<file path="src/rtl/muldiv_pkg.sv">
// Shared definitions for the iterative multiply/divide unit.
// Holds the op encoding, the FSM state encoding and small op-decode helpers.
package muldiv_pkg;

    typedef enum logic [1:0] {
        OP_MULT  = 2'b00,
        OP_MULTU = 2'b01,
        OP_DIV   = 2'b10,
        OP_DIVU  = 2'b11
    } op_e;

    typedef enum logic [1:0] {
        IDLE = 2'd0,
        RUN  = 2'd1,
        DONE = 2'd2
    } state_e;

    // MULT and DIV treat their operands as two's complement.
    function automatic logic op_is_signed(input logic [1:0] op);
        return (op == OP_MULT) || (op == OP_DIV);
    endfunction

    function automatic logic op_is_div(input logic [1:0] op);
        return (op == OP_DIV) || (op == OP_DIVU);
    endfunction

endpackage

</file>
<file path="src/rtl/mult_div.sv">
// Iterative HI/LO multiply/divide unit, one bit per cycle.
// Multiply is shift-add, divide is restoring; both run on magnitudes in one
// shared 2*WIDTH partial-result/shift register and fix signs on the last step.
// Ports:
//   clock, reset (async, active-low)
//   start, op, rs_val, rt_val : request and operands, sampled on the rising edge
//   busy      : high while iterating
//   done      : one-cycle completion pulse
//   hi, lo    : result registers (remainder/quotient for divide)
//   div_zero  : sticky divide-by-zero flag
// Build option: define MULT_DIV_DIVIDE_EN to compile in the divide datapath;
// without it DIV/DIVU complete after one cycle with hi/lo unchanged.
module mult_div
    import muldiv_pkg::*;
#(
    parameter int unsigned WIDTH = 32
) (
    input  logic             clock,
    input  logic             reset,
    input  logic             start,
    input  logic [1:0]       op,
    input  logic [WIDTH-1:0] rs_val,
    input  logic [WIDTH-1:0] rt_val,
    output logic             busy,
    output logic             done,
    output logic [WIDTH-1:0] hi,
    output logic [WIDTH-1:0] lo,
    output logic             div_zero
);

    localparam int unsigned CNT_W = (WIDTH > 1) ? $clog2(WIDTH) : 1;
    localparam int unsigned ACC_W = 2 * WIDTH;
    localparam logic [CNT_W-1:0] CNT_LAST = CNT_W'(WIDTH - 1);

    state_e           state_q, state_d;
    logic [CNT_W-1:0] cnt_q, cnt_d;
    logic [ACC_W-1:0] acc_q, acc_d;
    logic [WIDTH-1:0] opnd_q, opnd_d;       // multiplicand or divisor magnitude
    logic             is_div_q, is_div_d;
    logic             neg_rs_q, neg_rs_d;
    logic             neg_rt_q, neg_rt_d;
    logic             busy_q, busy_d;
    logic             done_q, done_d;
    logic [WIDTH-1:0] hi_q, hi_d;
    logic [WIDTH-1:0] lo_q, lo_d;

    logic             rs_neg, rt_neg;
    logic [WIDTH-1:0] rs_mag, rt_mag;
    logic [WIDTH:0]   mul_sum;
    logic [ACC_W-1:0] mul_next;
    logic [ACC_W-1:0] prod;
    logic             div_skip;
`ifdef MULT_DIV_DIVIDE_EN
    logic             dz_q, dz_d;
    logic [WIDTH:0]   div_shift, div_diff;
    logic [ACC_W-1:0] div_next;
    logic [WIDTH-1:0] quo, rem;
`endif

    // Next-state, datapath step and result write-back.
    always_comb begin
        state_d  = state_q;
        cnt_d    = cnt_q;
        acc_d    = acc_q;
        opnd_d   = opnd_q;
        is_div_d = is_div_q;
        neg_rs_d = neg_rs_q;
        neg_rt_d = neg_rt_q;
        hi_d     = hi_q;
        lo_d     = lo_q;
`ifdef MULT_DIV_DIVIDE_EN
        dz_d     = dz_q;
`endif

        rs_neg = op_is_signed(op) & rs_val[WIDTH-1];
        rt_neg = op_is_signed(op) & rt_val[WIDTH-1];
        rs_mag = rs_neg ? -rs_val : rs_val;
        rt_mag = rt_neg ? -rt_val : rt_val;

        // Shift-add: conditionally add into the upper half, then shift right.
        mul_sum  = {1'b0, acc_q[ACC_W-1:WIDTH]} + {1'b0, opnd_q & {WIDTH{acc_q[0]}}};
        mul_next = {mul_sum, acc_q[WIDTH-1:1]};
        prod     = (neg_rs_q ^ neg_rt_q) ? -mul_next : mul_next;

`ifdef MULT_DIV_DIVIDE_EN
        // Restoring step: shift one dividend bit into the remainder and try
        // subtracting; the quotient bit enters at the bottom of the register.
        div_shift = {acc_q[ACC_W-1:WIDTH], acc_q[WIDTH-1]};
        div_diff  = div_shift - {1'b0, opnd_q};
        div_next  = div_diff[WIDTH] ? {div_shift[WIDTH-1:0], acc_q[WIDTH-2:0], 1'b0}
                                    : {div_diff[WIDTH-1:0],  acc_q[WIDTH-2:0], 1'b1};
        quo       = (neg_rs_q ^ neg_rt_q) ? -div_next[WIDTH-1:0] : div_next[WIDTH-1:0];
        rem       = neg_rs_q ? -div_next[ACC_W-1:WIDTH] : div_next[ACC_W-1:WIDTH];
        div_skip  = is_div_q && (opnd_q == '0);
`else
        div_skip  = is_div_q;
`endif

        unique case (state_q)
            IDLE, DONE: begin
                if (start) begin
                    state_d  = RUN;
                    cnt_d    = '0;
                    is_div_d = op_is_div(op);
                    neg_rs_d = rs_neg;
                    neg_rt_d = rt_neg;
                    acc_d    = {{WIDTH{1'b0}}, rt_mag};
                    opnd_d   = rs_mag;
`ifdef MULT_DIV_DIVIDE_EN
                    dz_d     = 1'b0;
                    if (op_is_div(op)) begin
                        acc_d  = {{WIDTH{1'b0}}, rs_mag};
                        opnd_d = rt_mag;
                    end
`endif
                end else if (state_q == DONE) begin
                    state_d = IDLE;
                end
            end
            RUN: begin
                if (div_skip) begin
                    // Zero divisor (or no divider built): finish with hi/lo untouched.
                    state_d = DONE;
`ifdef MULT_DIV_DIVIDE_EN
                    dz_d    = 1'b1;
`endif
                end else begin
                    cnt_d = cnt_q + 1'b1;
`ifdef MULT_DIV_DIVIDE_EN
                    acc_d = is_div_q ? div_next : mul_next;
`else
                    acc_d = mul_next;
`endif
                    if (cnt_q == CNT_LAST) begin
                        state_d = DONE;
                        cnt_d   = '0;
                        hi_d    = prod[ACC_W-1:WIDTH];
                        lo_d    = prod[WIDTH-1:0];
`ifdef MULT_DIV_DIVIDE_EN
                        if (is_div_q) begin
                            hi_d = rem;
                            lo_d = quo;
                        end
`endif
                    end
                end
            end
            default: state_d = IDLE;
        endcase

        busy_d = (state_d == RUN);
        done_d = (state_d == DONE);
    end

    // State and datapath registers.
    always_ff @(posedge clock or negedge reset) begin
        if (!reset) begin
            state_q  <= IDLE;
            cnt_q    <= '0;
            acc_q    <= '0;
            opnd_q   <= '0;
            is_div_q <= 1'b0;
            neg_rs_q <= 1'b0;
            neg_rt_q <= 1'b0;
            busy_q   <= 1'b0;
            done_q   <= 1'b0;
            hi_q     <= '0;
            lo_q     <= '0;
`ifdef MULT_DIV_DIVIDE_EN
            dz_q     <= 1'b0;
`endif
        end else begin
            state_q  <= state_d;
            cnt_q    <= cnt_d;
            acc_q    <= acc_d;
            opnd_q   <= opnd_d;
            is_div_q <= is_div_d;
            neg_rs_q <= neg_rs_d;
            neg_rt_q <= neg_rt_d;
            busy_q   <= busy_d;
            done_q   <= done_d;
            hi_q     <= hi_d;
            lo_q     <= lo_d;
`ifdef MULT_DIV_DIVIDE_EN
            dz_q     <= dz_d;
`endif
        end
    end

    assign busy = busy_q;
    assign done = done_q;
    assign hi   = hi_q;
    assign lo   = lo_q;
`ifdef MULT_DIV_DIVIDE_EN
    assign div_zero = dz_q;
`else
    assign div_zero = 1'b0;
`endif

endmodule
</file>
<file path="config.mk">
export PLATFORM = sky130hd
export DESIGN_NAME = mult_div
export DESIGN_NICKNAME = d
export VERILOG_FILES = /design/src/rtl/muldiv_pkg.sv /design/src/rtl/mult_div.sv
export SDC_FILE = /design/constraint.sdc
export NUM_CORES = 1
export LEC_CHECK = 0
export BUFFER_PORTS_ARGS = -buffer_cell sky130_fd_sc_hd__buf_2
export CORE_ASPECT_RATIO = 0.5
export CORE_MARGIN = 10
export CORE_UTILIZATION = 25
export DETAILED_ROUTE_END_ITERATION = 6
export SKIP_CTS_REPAIR_TIMING = 1
export SYNTH_ARGS = -nofsm -noshare
export SYNTH_HDL_FRONTEND = slang
export SYNTH_SLANG_ARGS = --single-unit
</file>
<file path="constraint.sdc">
create_clock -name clock -period 4.9 [get_ports clock]
set_input_delay 0.245 -clock clock [delete_from_list [all_inputs] [get_ports clock]]
set_output_delay 0.245 -clock clock [all_outputs]
set_load 0.01 [all_outputs]
</file>
==> summary.txt <==
Placed design
  • DP HPWL: 27280 µm
  • Input/output buffers: 134
  • Routability cong.: 0.8789

Global route
  • Vias in the first global route: 10070
  • Largest net degree at the start of global routing: 100
  • Total track usage: 12.21%
  • Global-route wire length before repair: 56590 µm
  • Initial antenna violation count: 6
  • Global route overflow: 0

Clocking
  • CTS sink cnt: 172
  • Clk_lat worst skew: 440 ps
  • CTS tree: yes
  • Total CTS buffers: 17
  • Htree depth: 4
  • CTS root buf: clkbuf_16
  • Clk slew on worst S/H paths: 70 ps
  • CTS max path bufs: 2

Yosys
  • Synth Instances: 1429
  • Syn Area/Cell: 8.176 µm²
  • Syn Nets: 1536
  • Cell variety after synth: 84
  • Sequential element share of the synthesized area: 36.84%
  • FFs w/ async S/R, synth: 100.0%
  • Synthesis Warnings: 0
  • Top cell type's share of synthesized area: 36.84%
  • Most common cell in the netlist: nand2_1
  • Top FF cell, synth: dfrtp_1
  • Largest area contributor in the netlist: dfrtp_1
  • EDFF count, synth: 0
  • Syn Std Cell Area: 0.01168 mm²
  • Post-synth top cells: nand2_1, o21ai_0, dfrtp_1
  • Seq cells post-synth: 172
  • Synth area leaders: dfrtp_1, o21ai_0, nand2_1, xnor2_1, xor2_1

Layout
  • Layout area overhead: 15.47%
  • Final #Nets: 1625
  • Layout cell share with drive strength beyond 1: 14.51%
  • Fillcell total: 4998

Worst hold path
  • Hold_sp: rs_val[31]
  • Hold Path Class: input pin to register

STA
  • RSZ-0062 raised after global routing: false
  • Hold Fails Final Rpt: 0
  • Final Max Tran Viols: 0
  • # setup viols final: 0
  • Final Cycle Share: 88.66%
  • TNS Setup: 0 ps
  • Worst-Margin Slew: 1064 ps
  • Slew HR: 28.90%
  • Setup Skew: 15.29 ps
  • Min Clock Period, post-route: 4345 ps
  • Fmax: 230.2 MHz

Pwr
  • Max IR drop VDD: 0.2081 mV
  • Clock share of power: 18.4%
  • Sw Ratio: 46.35%
  • Combinational power share: 51.2%
  • Pwr/cell area: 538.8 mW/mm²
  • Tot Pwr: 0.007269 W
  • Sw Pwr: 0.003369 W
  • Reg power frac: 30.3%
  • P_int: 0.003900 W
  • Pleak: 5.975 nW

Routing
  • First DRT Iteration DRCs: 835
  • First-pass DRT Iterations: 5
  • Total number of vias: 10330
  • Antenna viol nets, final: 0
  • Avg Vias per Cell: 4.778
  • Wirelength, routed: 35200 µm
  • Drt drc: 0
  • Per-cell routed wire length: 16.28 µm

Floorplanning
  • I/O pins: 136
  • Core ar.: 0.04569 mm²
  • Initial Util: 25.57%
  • Die Y: 172.9 µm
  • # rows: 55
  • DIE WIDTH: 325.7 µm
  • Die area: 0.05631 mm²

Worst setup path
  • WP data arrival: 4630 ps
  • Critical Path Start: acc_q[0]
  • Slowest CP cell: nor4_1
  • Slowest stage delay, CP: 600 ps
  • Worst-path cell chain: and2_1 > ha_1 > fa_1 > nand3_1 > a21oi_1 > o211a_1 > o21ai_0 > a211oi_1 > nor4_1 > nand4_1 > o41ai_1 > xor2_1 > o21ai_1
  • Data required time of the critical path: 5180 ps
  • WS Path Type: register to register
  • CP endpoint kind: register
  • Reg-to-reg startpoint: acc_q[0]
  • Startpoint types: register
  • Max FO, Critical Path: 33

Status
  • Status: finished, final reports clean

Job
  • Max-Cap Viols: 0
[sequential cells by signal, summed over array words and instances (netlist names), 2 cells and up]
name	count
lo	32
state_q	2
hi	32
opnd_q	32
acc_q	64
cnt_q	5
[critical path, delay by kind of cell (launching register included)]
| kind | cells | cell delay, ps |
|---|---|---|
| AO/OA/AOI/OAI | 6 | 1530 |
| AND/OR/NAND/NOR | 4 | 1210 |
| adder cells (fa/ha/maj) | 2 | 700 |
| flip-flops | 1 | 550 |
| XOR/XNOR | 1 | 180 |
[through the flow]
| stage | cells | hold slack (ps) | area, µm² | worst slack (ps) | util (%) |
|---|---|---|---|---|---|
| 2_1_floorplan | 1429 | -50.59 | 11680 | 1234 | - |
| 3_3_place_gp | 2124 | 406.2 | 12900 | 456.4 | 28.23 |
| 3_5_place_dp | 2124 | 404.2 | 12900 | 408.8 | 28.23 |
| 4_1_cts | 2155 | -62.67 | 13460 | 369.1 | 29.45 |
| 5_1_grt | 2157 | 99.17 | 13480 | 67.92 | 29.50 |
| 6_report | 2162 | 84.74 | 13490 | 555.4 | 29.53 |
[area by class of cell]
| cell class | count | area (µm²) | share of cell area [%] |
|---|---|---|---|
| repair buffers | 154 | 832.0 | 6.167 |
| clock inverters | 14 | 135.1 | 1.002 |
| multi-input cells | 1159 | 6944 | 51.47 |
| inverters | 14 | 52.55 | 0.3895 |
| well taps | 627 | 784.5 | 5.815 |
| diodes | 5 | 12.51 | 0.09274 |
| flip-flops and latches | 172 | 4305 | 31.91 |
| clock buffers | 17 | 425.4 | 3.153 |
[cell families (layout without fill, tap and decap cells)]
kind of cell,after synthesis,in the layout,share of synthesized area (%)
other cells,1,6,0.03210
simple gates,560,560,23.02
compound gates,416,416,21.04
flops,172,172,36.84
mux,6,6,0.5354
buf+inv,98,199,4.048
xor+xnor,138,138,10.34
fa+ha+maj,38,38,4.134
[cells in the final DEF, fill, tap and decap left out, types with 18 or more instances in the layout]
cell       n
buf_2    133
nor3_1    20
dfrtp_1  171
nand2_1  237
xor2_1    61
xnor2_1   75
nand3_1   49
and2_1    42
buf_4     18
a21oi_1  100
nor2_1   106
ha_1      37
o21ai_0  192
[power by group through the flow]
stage	combinational [W]	clock, W	sequential, W
after global placement	0.00369	0	0.00222
after global routing	0.00418	0.00142	0.00226
after detailed placement	0.00373	0	0.00223
after floorplan	0.00286	0	0.00206
after CTS	0.00374	0.00137	0.00221
final	0.00372	0.00134	0.00220
[layer usage]
| metal | wire length (µm) | up-vias | part of all wire (%) | GRT usage [%] |
|---|---|---|---|---|
| li1 | - | 5230 | - | - |
| met3 | 1108 | 37 | 3.1 | 2.027 |
| met2 | 17890 | 153 | 51 | 21.94 |
| met4 | 700 | 2 | 2.0 | 3.659 |
| met5 | 17 | - | 0.048 | 0 |
| met1 | 15490 | 4907 | 44 | 14.73 |
[worst paths after layout]
check,to,slack [ps],depth (start not counted)
setup reg to reg,hi[30],560,13
setup / recovery,hi[30],560,13
min in group asynchronous,opnd_q[14],500,2
hold reg to reg,hi[28],470,2
hold / removal,opnd_q[31],80,3
max in group asynchronous,acc_q[40],3260,3
(Power assumes the default switching activity.)
